===== src/rtl/change_dispenser.sv =====
// Change dispenser: pays out owed change one coin at a time over a valid/ack
// handshake, choosing the largest denomination that fits and is still in stock.
module change_dispenser #(
    parameter int PRICE      = 80,
    parameter int V0         = 5,
    parameter int V1         = 10,
    parameter int V2         = 25,
    parameter int V3         = 50,
    parameter int STOCK_W    = 4,
    parameter int INIT_STOCK = 8
) (
    input  logic       clk,
    input  logic       rst,
    input  logic       start,
    input  logic       refund,
    input  logic [7:0] amount,
    input  logic       refill,
    input  logic       coin_ack,
    output logic       coin_valid,
    output logic [1:0] coin_sel,
    output logic       busy,
    output logic       done,
    output logic       err,
    output logic [7:0] remaining
);

    typedef enum logic [2:0] {IDLE, SELECT, OFFER, DONE, ERR} state_t;

    state_t state, state_next;

    logic [STOCK_W-1:0] stock [4];
    logic [7:0]         coin_value [4];
    logic [7:0]         start_amount;
    logic               pick_found;
    logic [1:0]         pick_code;

    assign coin_value[0] = 8'(V0);
    assign coin_value[1] = 8'(V1);
    assign coin_value[2] = 8'(V2);
    assign coin_value[3] = 8'(V3);

    // A sale below the price owes nothing rather than wrapping around.
    always_comb begin
        start_amount = 8'd0;
        if (refund)
            start_amount = amount;
        else if (amount >= 8'(PRICE))
            start_amount = amount - 8'(PRICE);
    end

    // Ascending scan so the highest eligible code wins.
    always_comb begin
        pick_found = 1'b0;
        pick_code  = 2'd0;
        for (int k = 0; k < 4; k++) begin
            if (coin_value[k] <= remaining && stock[k] != '0) begin
                pick_found = 1'b1;
                pick_code  = 2'(k);
            end
        end
    end

    always_comb begin
        state_next = state;
        case (state)
            IDLE:    if (start) state_next = SELECT;
            SELECT: begin
                if (remaining == 8'd0)
                    state_next = DONE;
                else if (pick_found)
                    state_next = OFFER;
                else
                    state_next = ERR;
            end
            OFFER:   if (coin_ack) state_next = SELECT;
            DONE:    state_next = IDLE;
            ERR:     state_next = IDLE;
            default: state_next = IDLE;
        endcase
    end

    assign coin_valid = (state == OFFER);
    assign busy       = (state != IDLE);
    assign done       = (state == DONE);

    always_ff @(posedge clk) begin
        if (rst) begin
            state     <= IDLE;
            remaining <= 8'd0;
            coin_sel  <= 2'd0;
            err       <= 1'b0;
            for (int k = 0; k < 4; k++)
                stock[k] <= STOCK_W'(INIT_STOCK);
        end else begin
            state <= state_next;
            case (state)
                IDLE: begin
                    if (start) begin
                        remaining <= start_amount;
                        err       <= 1'b0;
                    end
                    if (refill) begin
                        for (int k = 0; k < 4; k++)
                            stock[k] <= STOCK_W'(INIT_STOCK);
                    end
                end
                SELECT: begin
                    if (remaining != 8'd0) begin
                        if (pick_found)
                            coin_sel <= pick_code;
                        else
                            err <= 1'b1;
                    end
                end
                // Paying a coin and consuming its stock happen on the same edge.
                OFFER: begin
                    if (coin_ack) begin
                        remaining       <= remaining - coin_value[coin_sel];
                        stock[coin_sel] <= stock[coin_sel] - STOCK_W'(1);
                    end
                end
                default: ;
            endcase
        end
    end

endmodule


===== config.mk =====
export PLATFORM = sky130hd
export DESIGN_NAME = change_dispenser
export DESIGN_NICKNAME = d
export VERILOG_FILES = /design/src/rtl/change_dispenser.sv
export SDC_FILE = /design/constraint.sdc
export NUM_CORES = 1
export LEC_CHECK = 0
export CORE_MARGIN = 5
export CORE_UTILIZATION = 55
export DETAILED_ROUTE_END_ITERATION = 8
export HOLD_SLACK_MARGIN = 0.1
export PLACE_DENSITY = 0.8
export SKIP_LAST_GASP = 1
export SYNTH_ARGS = -nofsm -noshare
export SYNTH_HDL_FRONTEND = slang
export SYNTH_SLANG_ARGS = --single-unit

===== constraint.sdc =====
create_clock -name clk -period 2.6 [get_ports clk]
set_clock_uncertainty 0.2 [all_clocks]
set_input_delay 0.65 -clock clk [delete_from_list [all_inputs] [get_ports clk]]
set_output_delay 0.65 -clock clk [all_outputs]
set_load 0.01 [all_outputs]

Word-level counts from Yosys, hierarchy flattened
Memory sizes are Yosys's and may differ from the RTL's. A register that Yosys moved wholly into a read port is not among the register bits. Cells that the tools add are included.

Add/sub/neg operators: 3. $mul: 0. Div/mod/pow operators: 0. Magnitude comparators: 6. Equal/unequal tests: 7. Shift operators: 0. Muxes and demuxes: 43. Bitwise logic cells: 5. Reduce and logical (&&, ||, !) cells: 19.

Operator list (count): $mux W8 (6); $mux W4 (5); $mux W1 (19); $bmux W8 S2 (1); $pmux W8 S2 (1); $reduce_bool A4 Y1 (4); $mux W3 (4); $mux W2 (5); $pmux W3 S3 (1); $ge A8 B7 Y1 const B (1); $le A3 B8 Y1 const A (1); $le A4 B8 Y1 const A (1); $le A5 B8 Y1 const A (1); $le A6 B8 Y1 const A (1); $logic_not A8 Y1 (1); $ne A2 B2 Y1 const B (4); $reduce_bool A8 Y1 (1); $sub A8 B7 Y8 const B (1); $sub A8 B8 Y8 (1); $eq A3 B2 Y1 const B (2); $reduce_and A3 Y1 (2); $logic_and A1 B1 Y1 (4); $or A1 B1 Y1 (4); $reduce_and A4 Y1 (1); other kinds (10) (11).

Bits in registers: 14. Latch bits: 0. Memory bits (writable): 16. ROM bits: 0. Input port bits: 14. Output and inout bits: 14. Word-level logic and storage cells: 88. Memories kept: 1.

Memory list: stock (depth 4, bits a word 4, read ports 5, clocked after Yosys merged registers in 1, wr ports 4, line 31) `logic [STOCK_W-1:0] stock [4];`.

Logic depth before layout (Yosys ltp)
An unclocked memory read counts as a cell.

Depth after elaboration: 10. Gate-level depth with buffers: 11. Mapped depth without buffers: 11.

Worst setup path after synthesis
Ideal clock, no wire load.

Path type: register to register. From: reg coin_sel[0]. To: reg remaining[6]. Library setup time: 0.101 ns. Arrival: 2.171 ns. Required time: 2.299 ns. Setup slack: 0.128 ns. Cell stages (with the launch flop): 11. Buffers on the path: 0. Period minus slack after synthesis: 2.472 ns. Cells stage by stage: dfxtp_1 > inv_1 > ha_1 > or2_2 > ha_1 > inv_1 > fa_1 > a21oi_1 > o21ai_0 > o211ai_1 > o41ai_1.

Cells in the longest elaborated chain, start to end: 7.

Ends and longest elaborated chain: start, declared (line 20) `output logic [1:0] coin_sel,`; start signal, assigned (line 110) `coin_sel <= pick_code;`; $not A2 Y3 (implied by the code) (line 118) `remaining <= remaining - coin_value[coin_sel];`; $bmux W8 S2 (line 118); $mux W8 (implied by the code) (2 in series) (line 118); $sub A8 B8 Y8 (line 118); $mux W8 (line 117) `if (coin_ack) begin`; $pmux W8 S2 (line 96) `case (state)`; end signal, assigned (line 99) `remaining <= start_amount;`; end signal, assigned (line 118); end, declared (line 24) `output logic [7:0] remaining`.

No other way between the ends. The select of a mux whose other input is x is not followed. A chain may end at the register's enable or synchronous reset.

Final worst setup path
Same ends and word-level chain as after synthesis.

==> out/metrics.csv <==
metric;value;unit
multi-input logic area;1230;um2
nets;305;
status;complete, no violations;
Critical Path End Type;flip-flop;
routed len/inst;16.6;um
Post-Synth Simple-Gate Area;23.1;%
Residual DRC;0;
number of max-cap violations;0;
Adder-Cell Fraction of Synth Area;8.77;%
Ant. Diodes;0;
die area;5120;um2
first-pass GRT wire length;8740;um
PortBufs;27;
Yosys warnings;0;
hold crit path type;reg2reg;
Worst EP arrival;2.48;ns
fin util;72.7;%
critical path class;reg2reg;
Final Non-Filler Cells;326;
cts bufs inserted;5;
largest net degree at the start of global routing;22;
CTS max path bufs;2;
CP Launch Type;flip-flop;
Total Routing Usage GR;21.6;%
worst-path fanout max;3;
Slew Limit Fails;0;
post-synthesis compound-gate area fraction;17.3;%
Synth-to-Final Area Change;27.7;%
Yosys cell types;49;
Synth Net Count;260;
Die X;71.5;um
Detail Placement HPWL;4070;um
die height;71.5;um
Max IR drop VDD;421;uV
Initial Util;56.9;%
Final ANT Viol Nets;0;
# IOs;28;
routed vias;1975;
mapped cell area;2080;um2
GRT Residual Overflow;0;
FF+latch count, synth;32;
cells after synthesis;232;
pwr/cell area;703;nW/um2
clk_lat worst skew;0.28;ns
vias per std cell;6.06;
Placed Cells;318;
Total Wirelength;5410;um
Final WS setup;0.0968;ns
largest family of logic cells by synthesized area;simple AND/OR/NAND/NOR gates;
highest clock rate;399;MHz
clock root buffer;clkbuf_8;
H-tree levels;2;
mux share of post-synthesis cell area;6.31;%
GPL Wtd Cong;0.833;
antenna violations before repair;0;
Worst-path clk slew;0.07;ns
Core ar.;3660;um2
XOR/XNOR Fraction of Synth Area;1.68;%
dpl ws;-0.00382;ns
post-synth top area share;23.1;%
Avg Inst Size Synth;8.98;um2
Post-CTS Setup Inserts;0;
minimum clock period;2.50;ns
drt first-iter violations;227;
post-synthesis async set-or-reset flop share;0;%
WP data required;2.58;ns
filler cell count;270;
Setup Viol. Count Final;0;
Setup TNS Final;0;ns
Leak;1.01;nW
Synth area leader;edfxtp_1;
drt first pass iters;4;
Core Rows;22;
EDFF count, synth;16;
Post-synth top flop;edfxtp_1;
vias in the first global route;1864;
CTS tree;yes;
Worst Tran Pin Value;0.545;ns
Hold Slack;0.364;ns
final worst-path cycle share;96.3;%
sequential share of the synthesized area;38.4;%
final hold vios;0;
register area;805;um2
fraction of layout instances using a drive strength above 1;14.4;%
synth top area cells;edfxtp_1 23%, dfxtp_1 15%, ha_1 7.8%, nor2_1 5.4%, mux4_2 4.3%;
Worst slew margin;63.5;%
clock sink count;32;
==> cell families (layout without fill, tap and decap cells) <==
logic type / count (synthesis) / in the layout
AND/OR/NAND/NOR: 97 / 97
XOR/XNOR: 4 / 4
buffers and inverters: 22 / 68
AO/OA/AOI/OAI: 55 / 55
adder cells (fa/ha/maj): 14 / 14
multiplexers: 8 / 8
flip-flops: 32 / 32
==> per-stage QoR <==
step           cell area [um2]  total power [mW]
2_1_floorplan             2080              1.10
3_3_place_gp              2510              1.35
3_5_place_dp              2510              1.36
4_1_cts                   2620              1.83
5_1_grt                   2660              1.98
6_report                  2660              1.87
==> worst paths after layout <==
check               start            to  slack (ns)  cells after the start
max reg2reg   coin_sel[0]  remaining[6]         0.1                     12
min reg2reg  remaining[0]  remaining[0]        0.36                      2
max           coin_sel[0]  remaining[6]         0.1                     12
min          remaining[0]  remaining[0]        0.36                      2
==> metal layers <==
metal,track usage [%],part of all wire [%],vias to the layer above
li1,-,-,952
met1,31.3,45,932
met2,32.7,47,79
met3,2.81,6.6,12
met4,8.35,2.2,0
met5,0,0,-
==> cells in the final DEF, fill, tap and decap left out, types with 4 or more instances in the layout <==
cell type         n
nor2_1           30
clkdlybuf4s50_1  27
nand2_1          19
buf_4            18
edfxtp_1         16
dfxtp_1          15
o21ai_0          14
inv_1            13
nor3_1           11
ha_1             11
a21oi_1          10
nor4_1            8
nand3_1           7
a211oi_1          6
clkbuf_8          5
mux4_2            4
a31oi_1           4
nor2b_1           4
==> synth_stat cells, types with 2 or more instances <==
| master | number |
|---|---|
| a21oi_1 | 11 |
| a31oi_1 | 4 |
| clkbuf_1 | 3 |
| o41ai_1 | 2 |
| or2_2 | 2 |
| nor3b_1 | 4 |
| nand2_1 | 19 |
| mux4_2 | 4 |
| nor3_1 | 11 |
| dfxtp_1 | 16 |
| nand3b_1 | 2 |
| edfxtp_1 | 16 |
| ha_1 | 13 |
| o311ai_0 | 2 |
| buf_2 | 2 |
| nor4_1 | 8 |
| inv_1 | 15 |
| nand3_1 | 7 |
| nand2b_1 | 3 |
| a211oi_1 | 6 |
| nor2_1 | 30 |
| mux2i_1 | 3 |
| a221oi_1 | 2 |
| o21ai_0 | 15 |
| nor2b_1 | 4 |
| a211o_1 | 2 |
| xnor2_1 | 3 |
| o21a_1 | 2 |
==> state kept, by name, indices dropped and copies added, names as in the netlist, named ones only <==
register	cells
state	3
stock	16
coin_sel	2
remaining	8
err	1
==> cell type report <==
| class | instances | area share, % |
|---|---|---|
| clock buffers | 6 | 2.73 |
| clock inverters | 2 | 1.32 |
| inverters | 15 | 2.12 |
| multi-input cells | 178 | 46.1 |
| flip-flops and latches | 32 | 30.2 |
| well taps | 48 | 2.26 |
| repair buffers | 45 | 15.2 |
==> worst max-delay path, cell delays in order (launching register included) <==
cell and delay [ns]:
dfxtp_1 0.33, inv_2 0.11, ha_4 0.15, or2_2 0.11
ha_1 0.16, inv_1 0.06, fa_2 0.36, a21oi_2 0.16
o21ai_1 0.09, buf_4 0.15, nand4b_1 0.09, o211ai_1 0.11
o41ai_1 0.32
==> power by group <==
group | switching, mW | internal, mW | total, mW
clock | 0.183 | 0.284 | 0.468
combinational | 0.396 | 0.354 | 0.749
sequential | 0.0672 | 0.586 | 0.653
total | 0.646 | 1.22 | 1.87
==> timing repair <==
item / 4_1_cts / 5_1_grt
endpoints found under the setup margin: 0 / 4
hold buffers: 0 / 0
resized for setup: 0 / 12
(Power assumes the default switching activity.)
